[src/rtl/vga_timing_pkg.sv]
// Shared 640x480@60 timing constants, total-period helpers and the sync bundle
// carried by the monitor-side delay line.
package vga_timing_pkg;

  localparam int unsigned DEF_H_VISIBLE = 640;
  localparam int unsigned DEF_H_FP      = 16;
  localparam int unsigned DEF_H_SYNC    = 96;
  localparam int unsigned DEF_H_BP      = 48;
  localparam int unsigned DEF_V_VISIBLE = 480;
  localparam int unsigned DEF_V_FP      = 10;
  localparam int unsigned DEF_V_SYNC    = 2;
  localparam int unsigned DEF_V_BP      = 33;

  localparam int unsigned CNT_W   = 10;
  localparam int unsigned CNT_MAX = 1 << CNT_W;

  typedef struct packed {
    logic hs;
    logic vs;
    logic blank_n;
  } sync_t;

  // Sync pulses idle high, DAC blanked.
  localparam sync_t SYNC_RST = '{hs: 1'b1, vs: 1'b1, blank_n: 1'b0};

  function automatic int unsigned h_total(input int unsigned vis, input int unsigned fp,
                                          input int unsigned sync, input int unsigned bp);
    return vis + fp + sync + bp;
  endfunction

  function automatic int unsigned v_total(input int unsigned vis, input int unsigned fp,
                                          input int unsigned sync, input int unsigned bp);
    return vis + fp + sync + bp;
  endfunction

endpackage

[src/rtl/vga_sync_delay.sv]
// DEPTH-stage delay line for the monitor-side sync bundle; DEPTH=0 is a plain wire.
module vga_sync_delay
  import vga_timing_pkg::*;
#(
  parameter int unsigned DEPTH = 1
) (
  input  logic  vga_clk,
  input  logic  reset,
  input  sync_t i_sync,
  output sync_t o_sync
);

  generate
    if (DEPTH == 0) begin : g_wire
      assign o_sync = i_sync;
    end else begin : g_pipe
      sync_t [DEPTH-1:0] r_pipe;

      always_ff @(posedge vga_clk or posedge reset) begin
        if (reset) begin
          for (int i = 0; i < int'(DEPTH); i++) r_pipe[i] <= SYNC_RST;
        end else begin
          r_pipe[0] <= i_sync;
          for (int i = 1; i < int'(DEPTH); i++) r_pipe[i] <= r_pipe[i-1];
        end
      end

      assign o_sync = r_pipe[DEPTH-1];
    end
  endgenerate

endmodule

[src/rtl/vga_timing_gen.sv]
// VGA raster timing generator: free-running h/v counters, renderer-side DrawX/DrawY/blank,
// and delay-matched monitor sync. Define VGA_FRAME_CNT_EN to add the frame_count output.
module vga_timing_gen
  import vga_timing_pkg::*;
#(
  parameter int unsigned H_VISIBLE = DEF_H_VISIBLE,
  parameter int unsigned H_FP      = DEF_H_FP,
  parameter int unsigned H_SYNC    = DEF_H_SYNC,
  parameter int unsigned H_BP      = DEF_H_BP,
  parameter int unsigned V_VISIBLE = DEF_V_VISIBLE,
  parameter int unsigned V_FP      = DEF_V_FP,
  parameter int unsigned V_SYNC    = DEF_V_SYNC,
  parameter int unsigned V_BP      = DEF_V_BP,
  parameter int unsigned PIPE_LAG  = 1
) (
  input  logic             vga_clk,
  input  logic             reset,
  output logic [CNT_W-1:0] DrawX,
  output logic [CNT_W-1:0] DrawY,
  output logic             blank,
  output logic             line_start,
  output logic             frame_start,
  output logic             hs,
  output logic             vs,
  output logic             dac_blank_n
`ifdef VGA_FRAME_CNT_EN
  ,
  output logic [15:0]      frame_count
`endif
);

  localparam int unsigned H_TOTAL = h_total(H_VISIBLE, H_FP, H_SYNC, H_BP);
  localparam int unsigned V_TOTAL = v_total(V_VISIBLE, V_FP, V_SYNC, V_BP);
  localparam logic [CNT_W-1:0] H_LAST = CNT_W'(H_TOTAL - 1);
  localparam logic [CNT_W-1:0] V_LAST = CNT_W'(V_TOTAL - 1);
  localparam int unsigned HS_BEG = H_VISIBLE + H_FP;
  localparam int unsigned HS_END = HS_BEG + H_SYNC;
  localparam int unsigned VS_BEG = V_VISIBLE + V_FP;
  localparam int unsigned VS_END = VS_BEG + V_SYNC;

  generate
    if (H_TOTAL > CNT_MAX || V_TOTAL > CNT_MAX || PIPE_LAG > 4) begin : g_bad_cfg
      $error("vga_timing_gen: totals must be <= 1024 and PIPE_LAG in 0..4");
    end
  endgenerate

  logic [CNT_W-1:0] r_hc, r_vc;
  sync_t            w_sync_nxt, r_sync, w_sync_dly;

  always_ff @(posedge vga_clk or posedge reset) begin
    if (reset) begin
      r_hc <= '0;
      r_vc <= '0;
    end else if (r_hc == H_LAST) begin
      r_hc <= '0;
      r_vc <= (r_vc == V_LAST) ? '0 : r_vc + 1'b1;
    end else begin
      r_hc <= r_hc + 1'b1;
    end
  end

  always_comb begin
    w_sync_nxt.hs      = !(int'(r_hc) >= HS_BEG && int'(r_hc) < HS_END);
    w_sync_nxt.vs      = !(int'(r_vc) >= VS_BEG && int'(r_vc) < VS_END);
    w_sync_nxt.blank_n = (int'(r_hc) < H_VISIBLE) && (int'(r_vc) < V_VISIBLE);
  end

  // Every output is a flop off the counters, so the raster lags hc/vc by one cycle.
  always_ff @(posedge vga_clk or posedge reset) begin
    if (reset) begin
      DrawX       <= '0;
      DrawY       <= '0;
      blank       <= 1'b0;
      line_start  <= 1'b0;
      frame_start <= 1'b0;
      r_sync      <= SYNC_RST;
    end else begin
      DrawX       <= r_hc;
      DrawY       <= r_vc;
      blank       <= w_sync_nxt.blank_n;
      line_start  <= (r_hc == '0);
      frame_start <= (r_hc == '0) && (r_vc == '0);
      r_sync      <= w_sync_nxt;
    end
  end

  vga_sync_delay #(.DEPTH(PIPE_LAG)) u_sync_delay (
    .vga_clk (vga_clk),
    .reset   (reset),
    .i_sync  (r_sync),
    .o_sync  (w_sync_dly)
  );

  assign hs          = w_sync_dly.hs;
  assign vs          = w_sync_dly.vs;
  assign dac_blank_n = w_sync_dly.blank_n;

`ifdef VGA_FRAME_CNT_EN
  logic [15:0] r_frame_cnt;

  // Bump on the edge that takes DrawX/DrawY from the last pixel back to 0/0.
  always_ff @(posedge vga_clk or posedge reset) begin
    if (reset)                                r_frame_cnt <= '0;
    else if (DrawX == H_LAST && DrawY == V_LAST) r_frame_cnt <= r_frame_cnt + 1'b1;
  end

  assign frame_count = r_frame_cnt;
`endif

endmodule
[config.mk]
export PLATFORM = sky130hd
export DESIGN_NAME = vga_timing_gen
export DESIGN_NICKNAME = d
export VERILOG_FILES = /design/src/rtl/vga_timing_pkg.sv /design/src/rtl/vga_sync_delay.sv /design/src/rtl/vga_timing_gen.sv
export SDC_FILE = /design/constraint.sdc
export NUM_CORES = 1
export LEC_CHECK = 0
export CAP_MARGIN = 0
export CORE_MARGIN = 4
export CORE_UTILIZATION = 47
export CTS_CLUSTER_SIZE = 8
export DETAILED_ROUTE_END_ITERATION = 7
export PLACE_DENSITY = 0.74
export SYNTH_ARGS = -nofsm -noshare
export SYNTH_HDL_FRONTEND = slang
export SYNTH_SLANG_ARGS = --single-unit
[constraint.sdc]
create_clock -name vga_clk -period 1.8 [get_ports vga_clk]
set_input_delay 0.18 -clock vga_clk [delete_from_list [all_inputs] [get_ports vga_clk]]
set_output_delay 0.18 -clock vga_clk [all_outputs]
set_load 0.005 [all_outputs]
# Word level (Yosys, flattened, before mapping)
# Index checks and enable logic that the tools add are counted.
[word_totals] word_cells=32 latchBits=0 out_inout_bits=26 mem_bits_ro=0 mem_count=0 input_bits=2 ram_bits=0 reg_bits=48
[classes] n_bitwise=0 n_shift=0 n_lt_le_gt_ge=6 n_addsub=2 mul=0 n_reduce_logical=8 eq_ne=2 n_mux=2 div=0
[ops] op="$add 10x1->10 const B" n=2
[ops] op="$eq 10x10->1 const B" n=2
[ops] op="$logic_not 10->1" n=2
[ops] op="$lt 10x10->1 const B" n=2
[ops] op="$lt 10x9->1 const B" n=2
[ops] op="$mux 10" n=2
[ops] op="$ge 10x10->1 const B" n=1
[ops] op="$ge 10x9->1 const B" n=1
[ops] op="$logic_and 1x1->1" n=4
[ops] op="$logic_not 1->1" n=2

# Longest topological paths before layout
[depth] depth_word=3 ltp_mapped=7 depth_no_buf=6

# Cells and area by module
# From an unflattened synthesis, not the netlist that was laid out.
[hier_totals] hier_cells=148 area_unflattened_um2=1863.0
[by_module_without_submodules] module="vga_timing_gen" area_per_inst_um2=1781.7 cells_each=144 instances=1
[by_module_without_submodules] module="vga_sync_delay" area_per_inst_um2=81.3 cells_each=4 instances=1

# Worst setup path before layout
# No wires, ideal clock.
[synth_timing] path_type="reg-to-reg" from="reg r_hc[0]" to="reg r_vc[9]" n_path_buf=1 path_slack_ns=0.047 path_stages_with_launch=7 arrival_time_ns=1.668 cell_sequence="dfrtp_1 > ha_1 > and3_1 > buf_2 > nand4_4 > or4_1 > a32oi_1"
[synth_via] elab_chain_len=1
[synth_lines] element="start, declared" line_no="vga_timing_gen.sv:47" rtl="logic [CNT_W-1:0] r_hc, r_vc;"
[synth_lines] element="start signal, assigned" line_no="vga_timing_gen.sv:58" rtl="r_hc <= r_hc + 1'b1;"
[synth_lines] element="$eq 10x10->1" line_no="vga_timing_gen.sv:54" rtl="end else if (r_hc == H_LAST) begin"
[synth_lines] element="end signal, assigned" line_no="vga_timing_gen.sv:56" rtl="r_vc <= (r_vc == V_LAST) ? '0 : r_vc + 1'b1;"
[synth_lines] element="end, declared" line_no="vga_timing_gen.sv:47"
# Every way passes these cells.
# A chain may end at the register's enable or synchronous reset.

# Worst setup path after layout
[layout_timing] from="reg r_hc[7]" to="reg r_vc[9]"
# Same word-level chain as after synthesis.

==> impl_metrics.ini <==
[sta]
fin_hold_ws_ns = 0.235
rsz0062_at_grt = true
clock_skew_ns = 0.00724
max_freq_ghz = 0.566
setup-violations-final = 0
slew_viol_final = 0
tightest_slew_ns = 0.376
period_needed_ns = 1.77
relSlewSlack_pct = 74.7
setup_ws_ns = 0.0322
hold_viol_final = 0
post-route-period-util_pct = 98.2
setup_tns_ns = 0

[power_and_ir_drop]
leakage_nw = 1.09
seq_power_share_pct = 63.5
swShare_pct = 20.1
power.internal_mw = 1.36
ir_drop_mv = 0.474
comb_power_share_pct = 1.6
p_sw_mw = 0.342
p_clk_share_pct = 34.9
power_mw = 1.70
power_density_mw_per_mm2 = 714

[placed_design]
place_congestion = 0.826
dp_hpwl_um = 2510
post-place-ws_ns = 0.0585
placed_area_mm2 = 0.00227
io_buffers = 27
placed_cells = 229

[synthesis]
synth_edf_count = 0
synth-seq-cells = 48
synthFlopType = dfrtp_1
synth_async_sr_flop_share_pct = 100
synth_nets = 154
yosysSeqAreaShare_pct = 64.3
netlist_area_mm2 = 0.00188
yosysWarnings = 0
syn_inst = 147
syn_avg_cell_area_um2 = 12.8
synthDistinctLibCells = 43

[grt]
antenna_found_initial = 0
grt_max_degree = 49
grt-ovfl-total = 0
track_usage_pct = 15.4
grt_pass1_wl_um = 6020
grt_pass1_vias = 1281

[setup_path]
worstSetupEndpointType = register
cp-start-kind = register
crit_family = simple AND/OR/NAND/NOR gates
crit_buf_inv = 0
cp_max_fo = 3
critPathKind = reg -> reg
crit_path_max_incr_delay_ns = 0.54
path_cells = nor4b_4 -> nand4_4 -> or4_1 -> a32oi_1
critPathArrivalTime_ns = 1.98
crit_slowest_cell = or4_1
cp.depth = 4
rr_worst_depth = 4
cp.required_ns = 2.01
reg2reg_slack_ns = 0.03

[layout]
drive_above_1_share_pct = 18.4
fin_area_mm2 = 0.00238
finalNonFillerCells = 238
n_antenna_cell = 0
syn_to_final_growth_pct = 26.7
finish.utilization_pct = 63.0
nets = 196
nFillCells = 292

[clock_tree]
cts_root_buf = clkbuf_8
numCtsBuffers = 5
cts_tree = built
clk_latency_ns = 0.30
htree_levels = 2
hold_buffers = 0
clock-sinks = 48
clock_path_buffers = 2
clk_pin_slew_ns = 0.08

[floorplan]
die_h_um = 71.2
fp.dieArea_mm2 = 0.00507
die_w_um = 71.2
num_rows = 22
initial_core_util_pct = 49.8
boundaryPins = 28
core-area_mm2 = 0.00377

[route]
ant_nets = 0
first_iter_violations = 85
dr_total_vias = 1241
routedWlPerCell_um = 14.9
drtPass1Iterations = 4
via_per_inst = 5.21
drc = 0
wirelength_um = 3540

[min_path]
hp-class = in -> async

[job]
cap_viol_max_count = 0

[outcome]
outcome = complete, no violations
## power by group through the flow
stage                     Clock [mW]  Sequential (mW)  Combinational [mW]
after global routing           0.650             1.08              0.0325
after floorplan                    0             1.10              0.0157
after CTS                      0.617             1.08              0.0285
after detailed placement           0             1.10              0.0285
final                          0.594             1.08              0.0271
after global placement             0             1.10              0.0277
## logic make-up (layout without fill, tap and decap cells)
family                     count (synthesis)  count (layout)  synth area share (%)
and+or+nand+nor                           53              53                  17.3
DFF                                       48              48                  64.3
AOI/OAI and AO/OA                         18              18                  6.67
buffers and inverters                     13              56                  3.73
xor gates and xnor gates                  10              10                  4.67
adders and majority gates                  5               5                  3.33
## path summary, 6_finish.rpt
kind                                      from                          endpoint
setup / recovery             r_hc[7]$_DFF_PP0_               r_vc[9]$_DFFE_PP0N_
max in group asynchronous                reset  u_sync_delay.o_sync[1]$_DFF_PP1_
min in group vga_clk       r_sync[1]$_DFF_PP1_  u_sync_delay.o_sync[1]$_DFF_PP1_
hold reg to reg            r_sync[1]$_DFF_PP1_  u_sync_delay.o_sync[1]$_DFF_PP1_
hold / removal                           reset             frame_start$_DFF_PP0_
setup reg to reg             r_hc[7]$_DFF_PP0_               r_vc[9]$_DFFE_PP0N_
## cells in the mapped netlist (3+ instances only)
| library cell | instances | share of area (%) |
|---|---|---|
| dfrtp_1 | 44 | 59 |
| nand3_1 | 9 | 2.4 |
| nor2_1 | 9 | 1.8 |
| inv_1 | 8 | 1.6 |
| nand2_1 | 7 | 1.4 |
| ha_1 | 5 | 3.3 |
| o21ai_0 | 5 | 1.3 |
| xnor2_1 | 5 | 2.3 |
| xor2_1 | 5 | 2.3 |
| and3_1 | 4 | 1.3 |
| dfstp_2 | 4 | 5.6 |
| nor3_1 | 3 | 0.80 |
| nor4_1 | 3 | 1.0 |
## cell type report
type / instances / area (µm²) / share of cell area, %
sequential: 48 / 1210 / 50.8
multi-input combinational: 86 / 617 / 25.9
timing repair buffer: 40 / 380 / 16.0
clock buffer: 7 / 76.3 / 3.21
tap: 48 / 60.1 / 2.53
inverter: 8 / 30.0 / 1.26
clock inverter: 1 / 5.00 / 0.211
## timing repair
| item | in CTS | in global routing |
|---|---|---|
| setup buffers | 0 | 1 |
| resized for setup | 0 | 6 |
| setup endpoints to repair | 0 | 4 |
## per-layer routing
layer,GRT usage (%),part of all wire [%],vias up
met3,3.98,6.1,5
met5,0,0,-
met1,18.9,42,608
met4,7.52,1.5,0
li1,-,-,596
met2,25.2,51,32
## sequential cells by signal, summed over array words and instances (netlist names)
name	count
u_sync_delay.o_sync	3
r_hc	10
r_sync	3
DrawY	10
DrawX	10
frame_start	1
line_start	1
r_vc	10
## placed cells by master, fill, tap and decap left out, types with 2 or more instances in the layout
cell type | synthesis | routed
buf_4 | 1 | 12
xor2_1 | 5 | 5
clkbuf_1 | 0 | 2
nor3_1 | 3 | 3
dfrtp_1 | 44 | 42
o21ai_0 | 5 | 5
dfrtp_2 | 0 | 2
nor2_1 | 9 | 9
clkbuf_8 | 0 | 5
nand4_1 | 2 | 2
clkdlybuf4s50_1 | 0 | 27
and2_1 | 2 | 2
xnor2_1 | 5 | 5
nand2_1 | 7 | 7
or4_1 | 2 | 2
nand3_1 | 9 | 9
ha_1 | 5 | 5
nand4b_1 | 2 | 2
inv_1 | 8 | 7
o211ai_1 | 2 | 2
nor4_1 | 3 | 2
and3_1 | 4 | 3
dfstp_2 | 4 | 4
## worst min-delay path: stages
cell and delay (ns):
clkdlybuf4s50_1 0.41, clkinv_1 0.07, buf_12 0.25
Power figures use the tool's default switching activity.
